$ cat config.mk
export PLATFORM = sky130hd
export DESIGN_NAME = sequence_event_log
export DESIGN_NICKNAME = d
export VERILOG_FILES = /design/src/rtl/sequence_pkg.sv /design/src/rtl/event_fifo.sv /design/src/rtl/sequence_event_log.sv
export SDC_FILE = /design/constraint.sdc
export NUM_CORES = 1
export LEC_CHECK = 0
export BUFFER_PORTS_ARGS = -buffer_cell sky130_fd_sc_hd__buf_2
export CAP_MARGIN = 10
export CORE_UTILIZATION = 39
export DETAILED_ROUTE_END_ITERATION = 7
export SETUP_SLACK_MARGIN = 0.02
export SLEW_MARGIN = 20
export SYNTH_ARGS = -nofsm -noshare
export SYNTH_HDL_FRONTEND = slang
export SYNTH_SLANG_ARGS = --single-unit
$ cat constraint.sdc
create_clock -name clk -period 5.2 [get_ports clk]
set_clock_uncertainty 0.2 [all_clocks]
set_input_delay 0.78 -clock clk [delete_from_list [all_inputs] [get_ports clk]]
set_output_delay 0.78 -clock clk [all_outputs]
set_load 0.01 [all_outputs]
$ cat src/rtl/sequence_pkg.sv
// Shared detection-code constants and event-entry sizing used by the scanner
// and the event log.
package sequence_pkg;

    localparam logic [1:0] Z_NONE = 2'b00;
    localparam logic [1:0] Z_RSVD = 2'b01;
    localparam logic [1:0] Z_A    = 2'b10;
    localparam logic [1:0] Z_B    = 2'b11;

    localparam int CODE_W = 2;

    // An event entry is {code, stamp}.
    function automatic int evt_w(input int ts_w);
        return CODE_W + ts_w;
    endfunction

endpackage

$ cat src/rtl/event_fifo.sv
// First-word-fall-through FIFO with simultaneous push/pop, synchronous clear
// and an occupancy level output.
module event_fifo #(
    parameter int DEPTH = 4,
    parameter int WIDTH = 10
) (
    input  logic                       clk,
    input  logic                       rst,
    input  logic                       clr,
    input  logic                       push,
    input  logic                       pop,
    input  logic [WIDTH-1:0]           wdata,
    output logic [WIDTH-1:0]           rdata,
    output logic                       full,
    output logic                       empty,
    output logic [$clog2(DEPTH):0]     level
);

    localparam int AW = $clog2(DEPTH);
    localparam logic [AW:0] DEPTH_L = DEPTH[AW:0];

    logic [WIDTH-1:0] mem [DEPTH];
    logic [AW-1:0]    wptr;
    logic [AW-1:0]    rptr;
    logic [AW:0]      count;
    logic             do_push;
    logic             do_pop;

    assign empty = (count == '0);
    assign full  = (count == DEPTH_L);
    assign level = count;
    assign rdata = mem[rptr];

    // A pop frees the head slot this cycle, so a full FIFO may still accept.
    assign do_pop  = pop && !empty && !clr;
    assign do_push = push && (!full || do_pop) && !clr;

    always_ff @(posedge clk) begin
        if (do_push) begin
            mem[wptr] <= wdata;
        end
    end

    always_ff @(posedge clk or negedge rst) begin
        if (!rst) begin
            wptr  <= '0;
            rptr  <= '0;
            count <= '0;
        end else if (clr) begin
            wptr  <= '0;
            rptr  <= '0;
            count <= '0;
        end else begin
            if (do_push) begin
                wptr <= wptr + 1'b1;
            end
            if (do_pop) begin
                rptr <= rptr + 1'b1;
            end
            if (do_push && !do_pop) begin
                count <= count + 1'b1;
            end else if (do_pop && !do_push) begin
                count <= count - 1'b1;
            end
        end
    end

endmodule

$ cat src/rtl/sequence_event_log.sv
// Logs pattern-A/B detections as time-stamped events in a FIFO, with
// saturating hit counters and sticky overflow / reserved-code flags.
module sequence_event_log
    import sequence_pkg::*;
#(
    parameter int DEPTH = 4,
    parameter int CNT_W = 8,
    parameter int TS_W  = 8
) (
    input  logic                     clk,
    input  logic                     rst,
    input  logic [1:0]               Z,
    input  logic                     clr,
    input  logic                     evt_ready,
    output logic                     evt_valid,
    output logic [1:0]               evt_code,
    output logic [TS_W-1:0]          evt_stamp,
    output logic [CNT_W-1:0]         cnt_a,
    output logic [CNT_W-1:0]         cnt_b,
    output logic [$clog2(DEPTH):0]   level,
    output logic                     ovf,
    output logic                     err
);

    localparam int EW = evt_w(TS_W);

    logic [TS_W-1:0] ts;
    logic            is_evt;
    logic            fifo_full;
    logic            fifo_empty;
    logic            fifo_pop;
    logic [EW-1:0]   head;

    assign is_evt = (Z == Z_A) || (Z == Z_B);

    // Handshake: an event is consumed in any cycle where evt_valid and
    // evt_ready are both high; evt_ready alone while empty does nothing.
    assign fifo_pop  = evt_valid && evt_ready;
    assign evt_valid = !fifo_empty;
    assign evt_code  = head[EW-1 -: CODE_W];
    assign evt_stamp = head[TS_W-1:0];

    event_fifo #(
        .DEPTH (DEPTH),
        .WIDTH (EW)
    ) u_fifo (
        .clk   (clk),
        .rst   (rst),
        .clr   (clr),
        .push  (is_evt),
        .pop   (fifo_pop),
        .wdata ({Z, ts}),
        .rdata (head),
        .full  (fifo_full),
        .empty (fifo_empty),
        .level (level)
    );

    always_ff @(posedge clk or negedge rst) begin
        if (!rst) begin
            ts    <= '0;
            cnt_a <= '0;
            cnt_b <= '0;
            ovf   <= 1'b0;
            err   <= 1'b0;
        end else if (clr) begin
            ts    <= '0;
            cnt_a <= '0;
            cnt_b <= '0;
            ovf   <= 1'b0;
            err   <= 1'b0;
        end else begin
            ts <= ts + 1'b1;
            if ((Z == Z_A) && (cnt_a != '1)) begin
                cnt_a <= cnt_a + 1'b1;
            end
            if ((Z == Z_B) && (cnt_b != '1)) begin
                cnt_b <= cnt_b + 1'b1;
            end
            // Dropped only when full and the head is not leaving this cycle.
            if (is_evt && fifo_full && !fifo_pop) begin
                ovf <= 1'b1;
            end
            if (Z == Z_RSVD) begin
                err <= 1'b1;
            end
        end
    end

endmodule

==> results.yml <==
synthesis:
  ys_top_cells_by_area: "edfxtp_1 37%, dfrtp_1 25%, mux4_2 6.9%"
  seq_area_frac_synth_pct: 62.0
  yosysWarningCount: 0
  synth_nets: 255
  ys.flop_type: "edfxtp_1"
  yosysUniqueCellTypes: 47
  synth_top_cell_area_share_pct: 36.7
  syn_inst: 241
  synth_edf_count: 40
  avgSynthCellArea_um2: 13.6
  synth_largest_area_cell: "edfxtp_1"
  syn_area_mm2: 0.00327
  async_flop_share_pct: 45.2
  ys_ff_latch: 73
sta:
  post-route-period-util_pct: 55.8
  rsz0062_at_grt: "no"
  hold_viol: 0
  fin_tns_setup_ns: 0
  min_period_ns: 2.90
  worst_slack_ns: 2.30
  fmax_ghz: 0.345
  maxSlewHeadroom_pct: 49.5
  slew_viol_final: 0
  worst_pin_slew_ns: 0.757
  finalSetupViolations: 0
placed_design:
  hpwl_um: 3750
  pre_cts_ws_ns: 2.21
  io_buffer_count: 37
  place.gp.congestion: 0.710
clock_network:
  cts-hold-fix-buffers: 0
  ctsResizeCount: 0
  clkSinkCount: 73
  post_cts_buffers: 0
  clkLatencyLatePin_ns: 0.35
  htreeDepth: 3
  cts_made_buffers: 9
  cts_tree: "done"
  cts_buffer_depth: 2
  cts_root_buf: "clkbuf_8"
  clk_pin_slew_ns: 0.08
cells_and_area:
  seq_area_mm2: 0.00203
  drive_gt1_share_pct: 25.3
  final_nets: 294
  multi_input_area_mm2: 0.00117
  fillCellCount: 742
  syn2layout_area_growth_pct: 14.5
  final_util_pct: 45.8
  n_antenna_cell: 0
routing:
  wirelength_um: 5860
  drt_iter0_markers: 69
  vias: 1953
  postRouteAntennaNets: 0
  detail_route.wl_per_cell_um: 15.0
  avgViaCountPerCell: 5.01
  first_pass_iters: 4
  drc: 0
global_route:
  overflow: 0
  grt_pass1_wl_um: 9540
  track_usage_pct: 14.7
  grt_pass1_vias: 1914
  grt_max_degree: 37
  grt_antenna_before_repair: 0
critical_path:
  r2r_cells: 8
  end_kind: "output port"
  crit_fanout: 12
  r2r_slack_ns: 2.76
  r2r_end: "u_fifo.level[2]$_DFFE_PN0P_"
  timing.rr.start: "u_fifo.level[2]$_DFFE_PN0P_"
  worstSetupStartpointType: "flop"
  cp.required_ns: 4.22
  arrival_ns: 1.92
  crit_type: "flop to output port"
die:
  core-area_mm2: 0.00818
  rows: 33
  pin_count: 38
  die_w_um: 93.6
  fp.dieH_um: 93.6
  die_area_mm2: 0.00875
  start_util_pct: 40.0
power_and_ir_drop:
  sw_frac_of_total_pct: 28.4
  power_frac_seq_pct: 50.2
  power_frac_clock_pct: 32.8
  power_switching_w: 0.000393
  combPwrFrac_pct: 17.1
  peakVddDrop_v: 0.000123
  internal_power_w: 0.000987
  powerDensity_mw_per_mm2: 369
  total_power_w: 0.00138
  leakagePower_nw: 1.50
worst_hold_path:
  min_path_type: "primary input to asynchronous set/reset pin"
flow_run:
  drv_cap: 0
outcome:
  status: "completed"
Yosys cell counts (2+ instances only):
library cell  number
xor2_1             9
nand3_1           10
nor3b_1            2
nor2_1            29
inv_1              9
and3_1             3
nand2_1            7
nor3_1             7
mux4_2            10
edfxtp_1          40
xnor2_1            6
and2_1             5
o31a_1             3
clkbuf_1           6
ha_1               7
dfrtp_1           33
o21a_1             2
o211ai_1           2
o31ai_1            3
buf_4              2
nor2b_1            3
o21ai_0            5
a31oi_1            3
mux2i_1            3
a21oi_1            8
or4_1              3
metrics by stage:
stage	hold slack, ns	cells	cell area [µm²]
after floorplan	0.278	241	3270
after global placement	0.297	374	3540
after detailed placement	0.283	374	3540
after CTS	0.319	390	3740
after global routing	0.359	390	3740
final	0.292	390	3740
cell type report:
class | instances | share of cell area [%]
sequential | 73 | 54.1
multi-input combinational | 150 | 31.1
timing repair buffer | 37 | 4.95
tap | 105 | 3.51
clock buffer | 9 | 3.31
clock inverter | 7 | 2.04
inverter | 9 | 0.902
worst max-delay path by stage:
stage / depth (start not counted) / to / start
2_1_floorplan: 6 / u_fifo.level[2]$_DFFE_PN0P_ / clr
3_3_place_gp: 9 / u_fifo.level[2]$_DFFE_PN0P_ / clr
3_5_place_dp: 9 / u_fifo.level[2]$_DFFE_PN0P_ / clr
4_1_cts: 2 / evt_stamp[2] / u_fifo.rptr[0]$_DFFE_PN0P_
5_1_grt: 2 / evt_stamp[2] / u_fifo.rptr[0]$_DFFE_PN0P_
6_report: 2 / evt_stamp[2] / u_fifo.rptr[0]$_DFFE_PN0P_
cells in the final DEF, fill, tap and decap left out, types with 2 or more instances in the layout:
| cell type | instances |
|---|---|
| xor2_1 | 9 |
| or4_1 | 3 |
| o31a_1 | 3 |
| a31oi_1 | 3 |
| edfxtp_1 | 40 |
| mux2i_1 | 3 |
| mux4_2 | 10 |
| buf_2 | 37 |
| clkbuf_8 | 9 |
| inv_6 | 3 |
| o21ai_0 | 5 |
| and2_1 | 5 |
| o21a_1 | 2 |
| nand3_1 | 10 |
| and3_1 | 3 |
| nor2b_1 | 3 |
| nor3_1 | 7 |
| dfrtp_1 | 33 |
| a21oi_1 | 8 |
| inv_1 | 9 |
| o211ai_1 | 2 |
| nor2_1 | 29 |
| o31ai_1 | 3 |
| ha_1 | 7 |
| nor3b_1 | 2 |
| xnor2_1 | 6 |
| nand2_1 | 7 |
worst max-delay path, stage by stage (launching register included):
cell	delay [ns]
dfrtp_1	0.81
mux4_2	0.61
buf_2	0.16
power by group through the flow:
stage | Combinational (W) | Sequential [W] | Clock, W
3_3_place_gp | 0.000237 | 0.000705 | 0
2_1_floorplan | 0.000188 | 0.000680 | 0
3_5_place_dp | 0.000238 | 0.000706 | 0
4_1_cts | 0.000239 | 0.000694 | 0.000464
5_1_grt | 0.000260 | 0.000701 | 0.000482
6_report | 0.000236 | 0.000692 | 0.000452
sequential cells by signal (all words and copies together), names as in the netlist:
signal / flops
cnt_a: 8
cnt_b: 8
err: 1
ovf: 1
ts: 8
u_fifo.level: 3
u_fifo.mem: 40
u_fifo.rptr: 2
u_fifo.wptr: 2
metal layers:
metal / vias up / global-route usage, % / share of wire, %
met5: - / 0 / 0
met4: 0 / 7.82 / 2.4
met3: 11 / 3.17 / 2.9
met2: 25 / 21.6 / 47
met1: 952 / 20.2 / 48
li1: 965 / - / -
logic make-up after synthesis:
logic type | Yosys count | synth area share [%]
muxes | 13 | 7.81
adders and majority gates | 8 | 3.29
xor gates and xnor gates | 15 | 4.02
and+or+nand+nor | 80 | 12.9
DFF | 73 | 62.0
AOI/OAI and AO/OA | 34 | 7.69
buffers and inverters | 18 | 2.33
No activity file was read; power rests on OpenSTA's default activity.
